==> config.mk <==
export PLATFORM = sky130hd
export DESIGN_NAME = locker_access_controller_flat
export DESIGN_NICKNAME = d
export VERILOG_FILES = /design/src/rtl/locker_access_controller_if.sv /design/src/rtl/locker_access_controller.sv /design/src/flat_wrapper.sv
export SDC_FILE = /design/constraint.sdc
export NUM_CORES = 1
export LEC_CHECK = 0
export ABC_AREA = 1
export ABC_CLOCK_PERIOD_IN_PS = 2400
export BUFFER_PORTS_ARGS = -buffer_cell sky130_fd_sc_hd__buf_2
export CAP_MARGIN = 0
export CORE_ASPECT_RATIO = 1.1
export CORE_UTILIZATION = 54
export CTS_BUF_LIST = sky130_fd_sc_hd__clkbuf_4 sky130_fd_sc_hd__clkbuf_8
export DETAILED_ROUTE_END_ITERATION = 8
export PLACE_DENSITY = 0.82
export SYNTH_ARGS = -nofsm -noshare
export SYNTH_HDL_FRONTEND = slang
export SYNTH_SLANG_ARGS = --single-unit
export TNS_END_PERCENT = 1
==> constraint.sdc <==
create_clock -name clk -period 2.4 [get_ports clk]
set_input_delay 0.24 -clock clk [delete_from_list [all_inputs] [get_ports clk]]
set_output_delay 0.24 -clock clk [all_outputs]
set_load 0.02 [all_outputs]
==> src/rtl/locker_access_controller_if.sv <==
// Request/status bus between the keypad/PIN front end (master) and the
// locker access controller (slave).
interface locker_access_controller_if #(
    parameter int NUM_LOCKERS = 8,
    parameter int LW          = $clog2(NUM_LOCKERS)
);
    logic                   reset_lockers;
    logic                   dep_req;
    logic                   package_present;
    logic                   ret_req;
    logic [LW-1:0]          ret_locker;
    logic [3:0]             pin_in;
    logic                   pin_valid;
    logic                   auth_ok;

    logic [NUM_LOCKERS-1:0] locker_doors;
    logic [LW-1:0]          assigned_locker;
    logic                   assign_valid;
    logic [NUM_LOCKERS-1:0] occupied;
    logic                   full;
    logic                   busy;
    logic                   dep_reject;
    logic                   auth_fail;
    logic                   locked_out;

    modport master (
        output reset_lockers, dep_req, package_present, ret_req, ret_locker,
               pin_in, pin_valid, auth_ok,
        input  locker_doors, assigned_locker, assign_valid, occupied, full,
               busy, dep_reject, auth_fail, locked_out
    );

    modport slave (
        input  reset_lockers, dep_req, package_present, ret_req, ret_locker,
               pin_in, pin_valid, auth_ok,
        output locker_doors, assigned_locker, assign_valid, occupied, full,
               busy, dep_reject, auth_fail, locked_out
    );
endinterface

==> src/rtl/locker_access_controller.sv <==
// Locker bank sequencer: allocates the lowest free locker to deposits, checks
// retrieval PINs, pulses door outputs and enforces a failed-attempt lockout.
module locker_access_controller #(
    parameter int NUM_LOCKERS      = 8,
    parameter int DOOR_OPEN_CYCLES = 16,
    parameter int MAX_ATTEMPTS     = 3,
    parameter int LOCKOUT_CYCLES   = 64,
    parameter int AUTH_TIMEOUT     = 255
) (
    input logic                       clk,
    input logic                       reset,
    locker_access_controller_if.slave bus
);
    localparam int LW   = $clog2(NUM_LOCKERS);
    localparam int TMAX = (DOOR_OPEN_CYCLES > LOCKOUT_CYCLES)
                        ? ((DOOR_OPEN_CYCLES > AUTH_TIMEOUT) ? DOOR_OPEN_CYCLES : AUTH_TIMEOUT)
                        : ((LOCKOUT_CYCLES > AUTH_TIMEOUT) ? LOCKOUT_CYCLES : AUTH_TIMEOUT);
    localparam int TW   = $clog2(TMAX + 1);
    localparam int FW   = $clog2(MAX_ATTEMPTS + 1);

    // Timer reload values: a state holding N cycles counts N-1 down to 0.
    localparam logic [TW-1:0] T_OPEN = TW'(DOOR_OPEN_CYCLES - 1);
    localparam logic [TW-1:0] T_LOCK = TW'(LOCKOUT_CYCLES - 1);
    localparam logic [TW-1:0] T_AUTH = TW'(AUTH_TIMEOUT - 1);
    localparam logic [FW-1:0] FAIL_LIMIT = FW'(MAX_ATTEMPTS - 1);

    typedef enum logic [2:0] {
        S_IDLE, S_DEP_AUTH, S_DEP_PIN, S_RET_AUTH, S_OPEN, S_LOCKOUT
    } state_e;

    state_e                 state_q;
    logic [TW-1:0]          timer_q;
    logic [LW-1:0]          alloc_q;
    logic [LW-1:0]          alloc_d;
    logic [LW-1:0]          ret_q;
    logic [NUM_LOCKERS-1:0] doors_q;
    logic [NUM_LOCKERS-1:0] occupied_q;
    logic [FW-1:0]          fail_cnt_q;
    logic [FW-1:0]          fail_cnt_d;
    logic                   assign_valid_q;
    logic                   dep_reject_q;
    logic                   auth_fail_q;
    logic                   full;
    logic                   timer_done;
    logic [3:0]             pin_mem [NUM_LOCKERS];

    function automatic logic [NUM_LOCKERS-1:0] onehot(input logic [LW-1:0] idx);
        onehot      = '0;
        onehot[idx] = 1'b1;
    endfunction

    // Lowest-index free locker; only consulted when the bank is not full.
    always_comb begin
        // NOTE: default assigned before the loop so no path leaves alloc_d unassigned (no latch)
        alloc_d = '0;
        for (int i = NUM_LOCKERS - 1; i >= 0; i--) begin
            if (!occupied_q[i]) alloc_d = LW'(i);
        end
    end

    assign full       = &occupied_q;
    assign timer_done = (timer_q == '0);
    assign fail_cnt_d = fail_cnt_q + FW'(1);

    // NOTE: sequential state uses non-blocking assignments only; a later assignment in the block overrides an earlier one
    always_ff @(posedge clk) begin
        if (reset) begin
            state_q        <= S_IDLE;
            timer_q        <= '0;
            alloc_q        <= '0;
            ret_q          <= '0;
            doors_q        <= '0;
            occupied_q     <= '0;
            fail_cnt_q     <= '0;
            assign_valid_q <= 1'b0;
            dep_reject_q   <= 1'b0;
            auth_fail_q    <= 1'b0;
        end else if (bus.reset_lockers && state_q != S_LOCKOUT) begin
            state_q        <= S_IDLE;
            timer_q        <= '0;
            doors_q        <= '0;
            occupied_q     <= '0;
            assign_valid_q <= 1'b0;
            dep_reject_q   <= 1'b0;
            auth_fail_q    <= 1'b0;
        end else begin
            assign_valid_q <= 1'b0;
            dep_reject_q   <= 1'b0;
            auth_fail_q    <= 1'b0;

            case (state_q)
                S_IDLE: begin
                    if (bus.dep_req && bus.package_present) begin
                        if (full) begin
                            dep_reject_q <= 1'b1;
                        end else begin
                            alloc_q <= alloc_d;
                            timer_q <= T_AUTH;
                            state_q <= S_DEP_AUTH;
                        end
                    end else if (bus.ret_req && occupied_q[bus.ret_locker]) begin
                        ret_q   <= bus.ret_locker;
                        timer_q <= T_AUTH;
                        state_q <= S_RET_AUTH;
                    end
                end

                S_DEP_AUTH: begin
                    if (bus.pin_valid && bus.auth_ok) begin
                        fail_cnt_q <= '0;
                        timer_q    <= T_AUTH;
                        state_q    <= S_DEP_PIN;
                    end else if (bus.pin_valid) begin
                        auth_fail_q <= 1'b1;
                        fail_cnt_q  <= fail_cnt_d;
                        timer_q     <= T_LOCK;
                        state_q     <= (fail_cnt_q == FAIL_LIMIT) ? S_LOCKOUT : S_IDLE;
                    end else if (timer_done) begin
                        state_q <= S_IDLE;
                    end else begin
                        timer_q <= timer_q - TW'(1);
                    end
                end

                S_DEP_PIN: begin
                    if (bus.pin_valid) begin
                        occupied_q[alloc_q] <= 1'b1;
                        assign_valid_q      <= 1'b1;
                        doors_q             <= onehot(alloc_q);
                        timer_q             <= T_OPEN;
                        state_q             <= S_OPEN;
                    end else if (timer_done) begin
                        state_q <= S_IDLE;
                    end else begin
                        timer_q <= timer_q - TW'(1);
                    end
                end

                S_RET_AUTH: begin
                    if (bus.pin_valid && bus.pin_in == pin_mem[ret_q]) begin
                        occupied_q[ret_q] <= 1'b0;
                        fail_cnt_q        <= '0;
                        doors_q           <= onehot(ret_q);
                        timer_q           <= T_OPEN;
                        state_q           <= S_OPEN;
                    end else if (bus.pin_valid) begin
                        auth_fail_q <= 1'b1;
                        fail_cnt_q  <= fail_cnt_d;
                        timer_q     <= T_LOCK;
                        state_q     <= (fail_cnt_q == FAIL_LIMIT) ? S_LOCKOUT : S_IDLE;
                    end else if (timer_done) begin
                        state_q <= S_IDLE;
                    end else begin
                        timer_q <= timer_q - TW'(1);
                    end
                end

                S_OPEN: begin
                    if (timer_done) begin
                        doors_q <= '0;
                        state_q <= S_IDLE;
                    end else begin
                        timer_q <= timer_q - TW'(1);
                    end
                end

                S_LOCKOUT: begin
                    // Bulk free still applies here, but the lockout runs to completion.
                    if (bus.reset_lockers) occupied_q <= '0;
                    if (timer_done) begin
                        fail_cnt_q <= '0;
                        state_q    <= S_IDLE;
                    end else begin
                        timer_q <= timer_q - TW'(1);
                    end
                end

                default: state_q <= S_IDLE;
            endcase
        end
    end

    // NOTE: PIN storage has no reset; a slot is only read while its occupied bit is set
    always_ff @(posedge clk) begin
        if (state_q == S_DEP_PIN && bus.pin_valid) pin_mem[alloc_q] <= bus.pin_in;
    end

    assign bus.locker_doors    = doors_q;
    assign bus.assigned_locker = alloc_q;
    assign bus.assign_valid    = assign_valid_q;
    assign bus.occupied        = occupied_q;
    assign bus.full            = full;
    assign bus.busy            = (state_q != S_IDLE);
    assign bus.dep_reject      = dep_reject_q;
    assign bus.auth_fail       = auth_fail_q;
    assign bus.locked_out      = (state_q == S_LOCKOUT);
endmodule

==> src/flat_wrapper.sv <==
// flat-port wrapper written by rule: the top's interface ports become plain ports
module locker_access_controller_flat 
#(
    parameter int NUM_LOCKERS      = 8,
    parameter int DOOR_OPEN_CYCLES = 16,
    parameter int MAX_ATTEMPTS     = 3,
    parameter int LOCKOUT_CYCLES   = 64,
    parameter int AUTH_TIMEOUT     = 255
)
  (clk, reset, bus_reset_lockers, bus_dep_req, bus_package_present, bus_ret_req, bus_ret_locker, bus_pin_in, bus_pin_valid, bus_auth_ok, bus_locker_doors, bus_assigned_locker, bus_assign_valid, bus_occupied, bus_full, bus_busy, bus_dep_reject, bus_auth_fail, bus_locked_out);
  locker_access_controller_if #(.NUM_LOCKERS(NUM_LOCKERS)) bus_i ();
  input logic clk;
  input logic reset;
  input wire logic [$bits(bus_i.reset_lockers)-1:0] bus_reset_lockers;
  input wire logic [$bits(bus_i.dep_req)-1:0] bus_dep_req;
  input wire logic [$bits(bus_i.package_present)-1:0] bus_package_present;
  input wire logic [$bits(bus_i.ret_req)-1:0] bus_ret_req;
  input wire logic [$bits(bus_i.ret_locker)-1:0] bus_ret_locker;
  input wire logic [$bits(bus_i.pin_in)-1:0] bus_pin_in;
  input wire logic [$bits(bus_i.pin_valid)-1:0] bus_pin_valid;
  input wire logic [$bits(bus_i.auth_ok)-1:0] bus_auth_ok;
  output wire logic [$bits(bus_i.locker_doors)-1:0] bus_locker_doors;
  output wire logic [$bits(bus_i.assigned_locker)-1:0] bus_assigned_locker;
  output wire logic [$bits(bus_i.assign_valid)-1:0] bus_assign_valid;
  output wire logic [$bits(bus_i.occupied)-1:0] bus_occupied;
  output wire logic [$bits(bus_i.full)-1:0] bus_full;
  output wire logic [$bits(bus_i.busy)-1:0] bus_busy;
  output wire logic [$bits(bus_i.dep_reject)-1:0] bus_dep_reject;
  output wire logic [$bits(bus_i.auth_fail)-1:0] bus_auth_fail;
  output wire logic [$bits(bus_i.locked_out)-1:0] bus_locked_out;
  assign bus_i.reset_lockers = bus_reset_lockers;
  assign bus_i.dep_req = bus_dep_req;
  assign bus_i.package_present = bus_package_present;
  assign bus_i.ret_req = bus_ret_req;
  assign bus_i.ret_locker = bus_ret_locker;
  assign bus_i.pin_in = bus_pin_in;
  assign bus_i.pin_valid = bus_pin_valid;
  assign bus_i.auth_ok = bus_auth_ok;
  assign bus_locker_doors = bus_i.locker_doors;
  assign bus_assigned_locker = bus_i.assigned_locker;
  assign bus_assign_valid = bus_i.assign_valid;
  assign bus_occupied = bus_i.occupied;
  assign bus_full = bus_i.full;
  assign bus_busy = bus_i.busy;
  assign bus_dep_reject = bus_i.dep_reject;
  assign bus_auth_fail = bus_i.auth_fail;
  assign bus_locked_out = bus_i.locked_out;
  locker_access_controller #(.NUM_LOCKERS(NUM_LOCKERS), .DOOR_OPEN_CYCLES(DOOR_OPEN_CYCLES), .MAX_ATTEMPTS(MAX_ATTEMPTS), .LOCKOUT_CYCLES(LOCKOUT_CYCLES), .AUTH_TIMEOUT(AUTH_TIMEOUT)) u_core (.clk(clk), .reset(reset), .bus(bus_i));
endmodule
==> run metrics, run 1 <==
outcome=finished, final reports clean; highest routed layer=met4; Synth top area share=between 20% and 30%; largest stage delay on the critical path=roughly 400 ps; Setup crit start kind=flop; part of the Yosys area used for sequential elements=~46%; TritonCTS clock tree=built; Final Core Density=62.1%; CTS-repair resized insts=0; Mapped Area=3900 um2; CP arrival=around 2400 ps; post-synthesis instance total=around 530; clock latency on the worst-skew pair=~350 ps; most used flip-flop cell after synthesis=dfxtp_1; detailed placer's ending HPWL=approximately 7.1 mm; routed wire length=approximately 9.4 mm; Clock H-tree levels=3; post-CTS setup buffer count=0; number of top-level pins=40; number of detailed-routing iterations run before antenna repair=5; gpl congestion=~0.95; Clock Root Buffer=clkbuf_8; Crit-path slowest cell=dfxtp_1; flip-flop and latch count after synthesis=73; shortest period the worst path allows=2150 ps; portion of total power attributed to sequential cells=about half; worst IR drop on VDD=~0.40 mV; most frequent cells after synthesis=nand2_1, inv_1, nor2_1, dfxtp_1, nand3_1; DIE WIDTH=between 80 and 90 um; list of cells traversed by the critical path=buf_4 -> nand2_1 -> nand3_1 -> nand3_1 -> nand3b_1 -> nand2_1 -> nor2_2 -> nand3_2 -> nand2_4 -> nand3_1 -> nand2_1 -> a21oi_1; post-route cell area=roughly 4300 um2; clk sinks=between 70 and 80; total instance count after detailed placement=between 600 and 700; GRT Total Usage=between 20% and 30%; met1 routed wirelength after detailed routing=around 4.0 mm; Maximum Capacitance Violations=0; post-route fraction of the period consumed by the critical path=between 80 and 90%; WS Path Type=reg -> reg; register-to-register path setup slack=between 200 and 300 ps; number of nets in the finished design=between 500 and 600; part of the power in combinational logic=14.2%; remaining number of nets flagged by the antenna check after routing=0; worst rel slew slack=between 50% and 60%; synthesis-to-layout area growth=11.4%; Synth cell types=37; Worst-Margin Slew=roughly 650 ps; power per unit of standard cell area=a little over 600 nW/um2; Detail Route met3 WL=475 um; crit-path max FO=15; Sum Neg Setup Slack=0 ps; floorplan die height=91.2 um; Synthesis Warnings=0; starting utilization of the core area=between 50% and 60%; CTS Hold Buffers Added=0; Pins Over Slew Limit=0; buffer levels on the longest clock path=2; most frequently used cell type in the post-synthesis netlist=nand2_1; async set-or-reset flop fraction in the synthesized netlist=0%; Num CTS Buffers=9; static leakage=about 1.9 nW; post-synthesis average cell area=7.39 um2; cell accounting for the most synthesized area=edfxtp_1; pin count of the biggest net entering global routing=21; number of antenna violations at the first check in global routing=0; crit path capture type=flop; final-layout fill cell count=~650; Port Buffers=39; via density per instance=about 5.6; DIE AREA=7570 um2; gr ovfl total=0; internal power component=~0.0019 W; Mapped Nets=roughly 550; clock edge transition at the registers on the reported setup and hold paths=around 80 ps; setup repair after global routing missed its margin=no; number of flops mapped to enable cells by yosys=32; count of final hold-check violations=0; synth top area cells=edfxtp_1, dfxtp_1, nand2_1; via count=around 3700; fraction of power spent switching nets=between 20% and 30%; fraction of final layout cells sized beyond drive strength 1=12.0%; first-pass GRT wire length=about 16 mm; number of rows created at floorplan=32; average detailed-routed wire length per instance=around 14 um; Clock Skews=8.32 ps; met2 wire len=4.63 mm; final-report setup violation count=0; area of the placeable core=7010 um2; DRC marker count from the first detailed-route iteration=just over 200; count of antenna diodes in the layout=0; data required time at the worst endpoint=around 2600 ps; maximum clock frequency=between 0.4 and 0.5 GHz; dpl cell area=about 4200 um2; switching power total=0.000770 W; path class of the lowest-slack min-delay path=in -> reg; final cell count without fillers=between 600 and 700; number of global-route vias before repair=3389; Final Hold Slack=roughly 160 ps; Clock power frac=a little over a third; Post-route DRC=0
## sequential cells by signal, summed over array words and instances, names as in the netlist, named ones only
| register | cells |
|---|---|
| u_core.bus.locker_doors | 8 |
| u_core.ret_q | 3 |
| u_core.bus.auth_fail | 1 |
| u_core.fail_cnt_q | 2 |
| u_core.bus.dep_reject | 1 |
| u_core.bus.occupied | 8 |
| u_core.timer_q | 8 |
| u_core.pin_mem | 32 |
| u_core.bus.assigned_locker | 3 |
| u_core.state_q | 3 |
| u_core.bus.assign_valid | 1 |
## final timing paths
| check | start | to | cells after the start |
|---|---|---|---|
| min reg2reg | u_core.bus.locker_doors[0] | u_core.bus.locker_doors[0] | 2 |
| min | reset | u_core.fail_cnt_q[1] | 2 |
| max reg2reg | flop | u_core.bus.locker_doors[5] | 12 |
| max | flop | u_core.bus.locker_doors[5] | 12 |
## critical path, delay by kind of cell (launching register included)
kind	cells	cell delay [ps]
AOI/OAI and AO/OA	1	70
buffers and inverters	1	230
DFF	1	400
and+or+nand+nor	10	1300
## cell usage in the layout, fill, tap and decap left out, drive strengths merged
cell / n
o22ai: 4
clkinv: 4
a21oi: 29
a22o: 1
o211ai: 3
a32o: 1
clkinvlp: 2
a31oi: 5
nand2: 133
clkbuf: 9
a211oi: 1
edfxtp: 32
nor3: 22
nand4: 9
nand3b: 4
o31ai: 7
o21ai: 26
ha: 3
nor2: 61
xor2: 4
nor4: 2
nand3: 35
a221oi: 4
bufinv: 1
buf: 44
a31o: 1
dfxtp: 41
xnor2: 1
inv: 85
## per-layer routing
| layer | vias up | GRT usage [%] |
|---|---|---|
| met5 | - | 0 |
| met4 | 0 | 13.6 |
| met1 | 1672 | 31.5 |
| li1 | 1815 | - |
| met2 | 139 | 43.9 |
| met3 | 34 | 5.36 |
## power by group through the flow
stage | clock network [W] | logic, W | registers, W
floorplan | 0 | 0.000273 | 0.00138
global placement | 0 | 0.000364 | 0.00137
detailed placement | 0 | 0.000375 | 0.00138
CTS | 0.000972 | 0.000376 | 0.00135
global route | 0.00103 | 0.000427 | 0.00135
finish | 0.000958 | 0.000383 | 0.00135
## kinds of logic after synthesis
kind of cell    share of synthesized area [%]
buf+inv                                  10.5
fa+ha+maj                               0.962
simple gates                             29.6
compound gates                           12.2
xor+xnor                                 1.12
flops                                    45.6
## per-stage QoR
step	power [W]	setup slack (ps)
floorplan	0.00165	375
global route	0.00281	34.7
detailed placement	0.00175	300
global placement	0.00174	346
finish	0.00269	251
CTS	0.00270	291
## cell type report
type / count / area, um2 / area share [%]
Clock buffer: 9 / 124 / 2.85
Clock inverter: 7 / 71.3 / 1.64
Inverter: 85 / 322 / 7.39
Multi-Input combinational cell: 356 / 1710 / 39.4
Sequential cell: 73 / 1780 / 41.0
Tap cell: 85 / 106 / 2.45
Timing Repair Buffer: 44 / 233 / 5.35
(Power assumes the default switching activity.)
==> run 2: changes to the inputs <==
--- a/config.mk
+++ b/config.mk
@@ -5,7 +5,6 @@
 export SDC_FILE = /design/constraint.sdc
 export NUM_CORES = 1
 export LEC_CHECK = 0
-export ABC_AREA = 1
 export ABC_CLOCK_PERIOD_IN_PS = 2400
 export BUFFER_PORTS_ARGS = -buffer_cell sky130_fd_sc_hd__buf_2
 export CAP_MARGIN = 0
==> run 2 against run 1 <==
Wire length shrank 9.7%; critical path type unchanged; hold slack gained 34 ps; sequential power is essentially flat; count of clock-buffer cells in the layout is the same; first-iteration DRC count grew 14%; non-clock buffer count grew 15; final cell count shrank 24%.
==> run metrics, run 2 <==
outcome=finished, final reports clean; setup repair after global routing missed its margin=no; number of antenna violations at the first check in global routing=0 (unchanged); post-synthesis share of cell area spent on full adders, half adders and majority gates=1.04% (+0.080 points); power per unit of standard cell area=604 nW/um2 (-2.3%); Maximum Capacitance Violations=0 (unchanged); clock edge transition at the registers on the reported setup and hold paths=90 ps (about the same); remaining number of nets flagged by the antenna check after routing=0 (unchanged); cell count of the worst hold path=2 (unchanged); count of final hold-check violations=0 (unchanged); area of the placeable core=6310 um2 (-10%); crit-path max FO=11 (-4); WS Path Type=reg -> reg; part of the Yosys area used for sequential elements=49.4% (+3.8 points); GRT Total Usage=26.3% (+0.13 points); synth top area cells=edfxtp_1, dfxtp_1, mux2i_1; synthesis-to-layout area growth=15.8%; worst IR drop on VDD=0.336 mV (-16%); worst reg2reg path depth=8 (-4); post-synthesis compound-gate area fraction=15.9% (+3.7 points); cell accounting for the most synthesized area=edfxtp_1; largest stage delay on the critical path=480 ps (+80 ps); DIE WIDTH=79.9 um (-3.8%); number of rows created at floorplan=30 (-6.3%); commonest non-fill, non-tap cell in the layout=nand2_1; gr ovfl total=0 (unchanged); DRC marker count from the first detailed-route iteration=235 (+14%); number of flip-flops in the largest register=32 (unchanged); floorplan die height=87.7 um (-3.8%); post-CTS setup buffer count=0 (unchanged); post-synthesis instance total=364 (-31%); first-pass GRT wire length=13.8 mm (-12%); Sum Neg Setup Slack=0 ps (unchanged); starting utilization of the core area=57.2% (+1.4 points); fraction of final layout cells sized beyond drive strength 1=20.6% (+8.6 points); most frequently used cell type in the post-synthesis netlist=nand2_1; via density per instance=6.05 (+9.0%); gpl congestion=0.905 (-4.3%); largest family of logic cells by synthesized area=simple AND/OR/NAND/NOR gates; async set-or-reset flop fraction in the synthesized netlist=0% (unchanged); most used flip-flop cell after synthesis=dfxtp_1; most frequent cells after synthesis=nand2_1, dfxtp_1, edfxtp_1, mux2i_1; Clock H-tree levels=3 (unchanged); path class of the lowest-slack min-delay path=in -> reg; buffer levels on the longest clock path=2 (unchanged); number of flops mapped to enable cells by yosys=32 (unchanged); Synth cell types=54 (+46%); detailed placer's ending HPWL=6.29 mm (-12%); Crit-path slowest cell=mux4_2; shortest period the worst path allows=2200 ps (+49.5 ps); crit path capture type=flop; average detailed-routed wire length per instance=17.1 um (+20%); Setup crit start kind=flop; pin count of the biggest net entering global routing=24 (+14%); Mapped Area=3600 um2 (-7.7%); multiplexer share of the synthesized area=11.5% (+12 points); Synthesis Warnings=0 (unchanged); DIE AREA=7010 um2 (-7.5%); post-synthesis average cell area=9.90 um2 (+34%); Clock Skews=11.4 ps (+3.07 ps); via count=3015 (-18%); static leakage=1.61 nW (-17%); worst rel slew slack=59.1% (+2.1 points); post-route fraction of the period consumed by the critical path=91.6% (+2.1 points); number of global-route vias before repair=2841 (-16%); Port Buffers=39 (unchanged); Pins Over Slew Limit=0 (unchanged); number of nets in the finished design=431 (-27%); clock latency on the worst-skew pair=360 ps (about the same); number of detailed-routing iterations run before antenna repair=5 (unchanged); Post-route DRC=0 (unchanged); post-synthesis share of cell area spent on xor and xnor gates=1.46% (+0.34 points); register ranked first by flip-flop count=u_core.pin_mem; Num CTS Buffers=9 (unchanged); final-report setup violation count=0 (unchanged); count of antenna diodes in the layout=0 (unchanged); TritonCTS clock tree=built; clk sinks=73 (unchanged); Mapped Nets=382 (-30%); data required time at the worst endpoint=2650 ps (+40 ps); list of cells traversed by the critical path=buf_12 -> mux2i_1 -> mux4_2 -> xor2_1 -> nand4_1 -> buf_4 -> or2_1 -> o211a_1; Total Power=0.00252 W (-6.2%); routed wire length=8.53 mm (-9.7%); Worst-Margin Slew=607 ps (-37.9 ps); CP arrival=2450 ps (+90 ps); maximum clock frequency=0.455 GHz (-2.3%); most frequent cells in the layout=nand2_1, dfxtp_1, buf_2, edfxtp_1, mux2i_1; Clock Root Buffer=clkbuf_8; Synth top area share=26.7% (+2.0 points); simple logic cell fraction of the synthesized area=16.5% (-13 points); flip-flop and latch count after synthesis=73 (unchanged); number of top-level pins=40 (unchanged)
==> run 2: cell count changes in the layout (fill, tap and decap cells not counted), moves of 4 or more <==
| cell | delta |
|---|---|
| a21oi_1 | -6 |
| a221oi_1 | -4 |
| buf_4 | +13 |
| inv_1 | -73 |
| mux2i_1 | +28 |
| mux4_2 | +6 |
| nand2_1 | -84 |
| nand2b_1 | +9 |
| nand3_1 | -27 |
| nor2_1 | -33 |
| nor3_1 | -9 |
==> run 2: layer usage <==
layer	part of all wire, %	GRT usage [%]	wire, um	vias to the layer above
met2	52	45.3	4410	115
met4	3.0	14.0	260	0
met5	0	0	0	-
met3	4.5	5.21	388	28
met1	41	30.9	3470	1436
li1	-	-	-	1436
==> run 2: layout make-up <==
type | count | area, um2
clock buffers | 9 | 124
well taps | 80 | 100
multi-input cells | 259 | 1680
fillers | 526 | 2130
repair buffers | 59 | 370
inverters | 11 | 41.3
clock inverters | 7 | 75.1
flip-flops and latches | 73 | 1780
==> run 2: critical path: cells and delay by family (launching register included) <==
kind	cells	cell delay, ps
buffers and inverters	2	370
AO/OA/AOI/OAI	1	230
multiplexers	2	610
XOR/XNOR	1	150
AND/OR/NAND/NOR	2	400
flip-flops	1	330
==> run 2: worst paths after layout <==
check	from	endpoint	slack (ps)
max	flop	u_core.bus.occupied[7]	200
min	reset	u_core.bus.assigned_locker[1]	190
max reg2reg	flop	u_core.bus.occupied[7]	200
min reg2reg	u_core.bus.locker_doors[4]	u_core.bus.locker_doors[4]	470
==> run 2: per-stage QoR <==
stage,cell area [um2],hold WS (ps),utilization (%),std cells,setup WS (ps)
6_report,4170,191,66.2,498,202
2_1_floorplan,3600,339,-,364,434
3_3_place_gp,3970,439,63.0,482,210
4_1_cts,4170,179,66.2,498,71.1
5_1_grt,4170,203,66.2,498,108
3_5_place_dp,3970,458,63.0,482,104
==> run 2: cell families after synthesis <==
family	after synthesis
and+or+nand+nor	126
AOI/OAI and AO/OA	90
DFF	73
muxes	34
buffers and inverters	32
xor gates and xnor gates	6
adders and majority gates	3
==> run 2: what timing repair did <==
item / 4_1_cts / 5_1_grt
setup endpoints to repair: 0 / 5
hold buffers: 0 / 0
hold endpoints to repair: 0 / 0
gates resized for setup: 0 / 1
==> run 2: report_power, final <==
group          internal, W  total [W]  switching, W
Combinational    0.0000841   0.000224      0.000140
Clock             0.000489   0.000973      0.000484
Sequential         0.00131    0.00132     0.0000179
Total              0.00188    0.00252      0.000642
==> run 3: changes to the inputs <==
--- a/config.mk
+++ b/config.mk
@@ -7,12 +7,14 @@
 export LEC_CHECK = 0
 export ABC_CLOCK_PERIOD_IN_PS = 2400
 export BUFFER_PORTS_ARGS = -buffer_cell sky130_fd_sc_hd__buf_2
-export CAP_MARGIN = 0
+export CAP_MARGIN = 20
+export CELL_PAD_IN_SITES_DETAIL_PLACEMENT = 0
+export CELL_PAD_IN_SITES_GLOBAL_PLACEMENT = 1
 export CORE_ASPECT_RATIO = 1.1
-export CORE_UTILIZATION = 54
+export CORE_UTILIZATION = 47
 export CTS_BUF_LIST = sky130_fd_sc_hd__clkbuf_4 sky130_fd_sc_hd__clkbuf_8
 export DETAILED_ROUTE_END_ITERATION = 8
-export PLACE_DENSITY = 0.82
+export PLACE_DENSITY = 0.9
 export SYNTH_ARGS = -nofsm -noshare
 export SYNTH_HDL_FRONTEND = slang
 export SYNTH_SLANG_ARGS = --single-unit
==> run 3 against run 2 <==
Final area up 1.1%; final cell count grew 2.2%; sequential power hardly changed; total power rose by 1.2%; register-to-register slack worse by 70 ps; worst setup slack worse by 70 ps; utilization down 9.4 points; non-clock buffer count up 4; critical endpoint is now u_core.bus.occupied[0].
==> run metrics, run 3 (synthesis results as in run 2) <==
outcome=finished, final reports clean; area of the placeable core=7430 um2 (+18%); gpl congestion=0.866 (-4.4%); count of final hold-check violations=0 (unchanged); remaining number of nets flagged by the antenna check after routing=0 (unchanged); DIE WIDTH=85.5 um (+7.0%); commonest non-fill, non-tap cell in the layout=nand2_1; worst IR drop on VDD=0.311 mV (-7.5%); data required time at the worst endpoint=2620 ps (-30 ps); Worst Setup Slack post-DPL=164 ps (+59.8 ps); crit-path max FO=10 (-1); power per unit of standard cell area=605 nW/um2 (about the same); Crit-path slowest cell=mux4_2; number of top-level pins=40 (unchanged); number of detailed-routing iterations run before antenna repair=4 (-1); detailed placer's ending HPWL=6.53 mm (+3.8%); CP arrival=2480 ps (+30 ps); Clock H-tree levels=3 (unchanged); most frequent cells in the layout=nand2_1, dfxtp_1, buf_2, edfxtp_1, mux2i_1; met3 usage=4.04% (-1.2 points); CTS-repair resized insts=0 (unchanged); buffer levels on the longest clock path=2 (unchanged); Maximum Capacitance Violations=0 (unchanged); register ranked first by flip-flop count=u_core.pin_mem; worst hold start=bus_pin_in[1]; Setup crit start kind=flop; clk sinks=73 (unchanged); Clock Root Buffer=clkbuf_8; maximum clock frequency=0.441 GHz (-3.1%); Pins Over Slew Limit=0 (unchanged); via count=2974 (-1.4%); crit path capture type=flop; post-route fraction of the period consumed by the critical path=94.5% (+2.9 points); average detailed-routed wire length per instance=16.8 um (-1.7%); setup repair after global routing missed its margin=no; routed wire length=8.57 mm (+0.43%); synthesis-to-layout area growth=17.1%; number of nets in the finished design=435 (+0.93%); DIE AREA=8020 um2 (+15%); static leakage=1.63 nW (+0.93%); Port Buffers=39 (unchanged); WS Path Type=reg -> reg; path class of the lowest-slack min-delay path=in -> reg; number of rows created at floorplan=33 (+10%); DRC marker count from the first detailed-route iteration=153 (-35%); largest stage delay on the critical path=470 ps (about the same); GRT Total Usage=22.5% (-3.8 points); Clock Skews=9.11 ps (-2.28 ps); number of antenna violations at the first check in global routing=0 (unchanged); number of flip-flops in the largest register=32 (unchanged); via density per instance=5.84 (-3.5%); clock edge transition at the registers on the reported setup and hold paths=80 ps (about the same); final setup margin=132 ps (-70.2 ps); most crowded layer after global routing=met2; final-report setup violation count=0 (unchanged); Num CTS Buffers=9 (unchanged); post-CTS setup buffer count=0 (unchanged); worst rel slew slack=66.0% (+7.0 points); count of antenna diodes in the layout=0 (unchanged); list of cells traversed by the critical path=buf_12 -> mux2i_1 -> mux4_2 -> xor2_1 -> nand4_1 -> buf_4 -> o221ai_2 -> a21oi_1; GR Util met2=42.1% (-3.2 points); number of global-route vias before repair=2891 (+1.8%); gr ovfl total=0 (unchanged); clock latency on the worst-skew pair=350 ps (about the same); GRT met1 Usage=24.4% (-6.5 points); CTS Hold Buffers Added=0 (unchanged); starting utilization of the core area=48.5% (-8.7 points); first-pass GRT wire length=13.6 mm (-1.6%); final-layout fill cell count=666 (+27%); Post-route DRC=0 (unchanged); floorplan die height=93.9 um (+7.0%); shortest period the worst path allows=2270 ps (+70.2 ps); pin count of the biggest net entering global routing=24 (unchanged); Worst-Margin Slew=508 ps (-99.7 ps); TritonCTS clock tree=built; Sum Neg Setup Slack=0 ps (unchanged); fraction of final layout cells sized beyond drive strength 1=21.1% (+0.52 points)
[run 3: where the power goes]
| part | switching (W) | internal [W] | total (W) |
|---|---|---|---|
| Clock | 0.000501 | 0.000501 | 0.00100 |
| Sequential | 0.0000159 | 0.00131 | 0.00132 |
| Combinational | 0.000142 | 0.0000865 | 0.000228 |
| Total | 0.000658 | 0.00189 | 0.00255 |
[run 3: critical path: cells and delay by family, from the launching register on]
family | cells | cell delay, ps
AO/OA/AOI/OAI | 2 | 420
buffers and inverters | 2 | 400
AND/OR/NAND/NOR | 1 | 250
multiplexers | 2 | 590
flip-flops | 1 | 330
XOR/XNOR | 1 | 140
[run 3: worst paths after layout]
check / endpoint / slack, ps / depth (start not counted)
worst max-delay path: u_core.bus.occupied[0] / 130 / 8
worst min-delay path: u_core.pin_mem[4][1] / 200 / 1
worst max register to register: u_core.bus.occupied[0] / 130 / 8
worst min register to register: u_core.bus.locker_doors[1] / 460 / 2
[run 3: cell type report]
| class | count | area [um2] | share of cell area (%) |
|---|---|---|---|
| Sequential cell | 73 | 1780 | 42.2 |
| Multi-Input combinational cell | 259 | 1680 | 39.8 |
| Timing Repair Buffer | 63 | 400 | 9.49 |
| Clock buffer | 9 | 124 | 2.94 |
| Tap cell | 87 | 109 | 2.58 |
| Clock inverter | 7 | 85.1 | 2.02 |
| Inverter | 11 | 41.3 | 0.978 |
[run 3: per-stage QoR]
step	utilization, %	instance area [um2]	total power, W	hold WS (ps)	std cells
4_1_cts	56.8	4220	0.00257	187	509
3_3_place_gp	54.0	4010	0.00157	438	493
6_report	56.8	4220	0.00255	201	509
2_1_floorplan	-	3600	0.00150	339	364
3_5_place_dp	54.0	4010	0.00158	453	493
5_1_grt	56.8	4220	0.00265	200	509
[run 3: metal layers]
layer | vias up | share of wire, %
met2 | 80 | 53
met4 | 0 | 2.3
met1 | 1437 | 41
li1 | 1440 | -
met5 | - | 0
met3 | 17 | 3.7
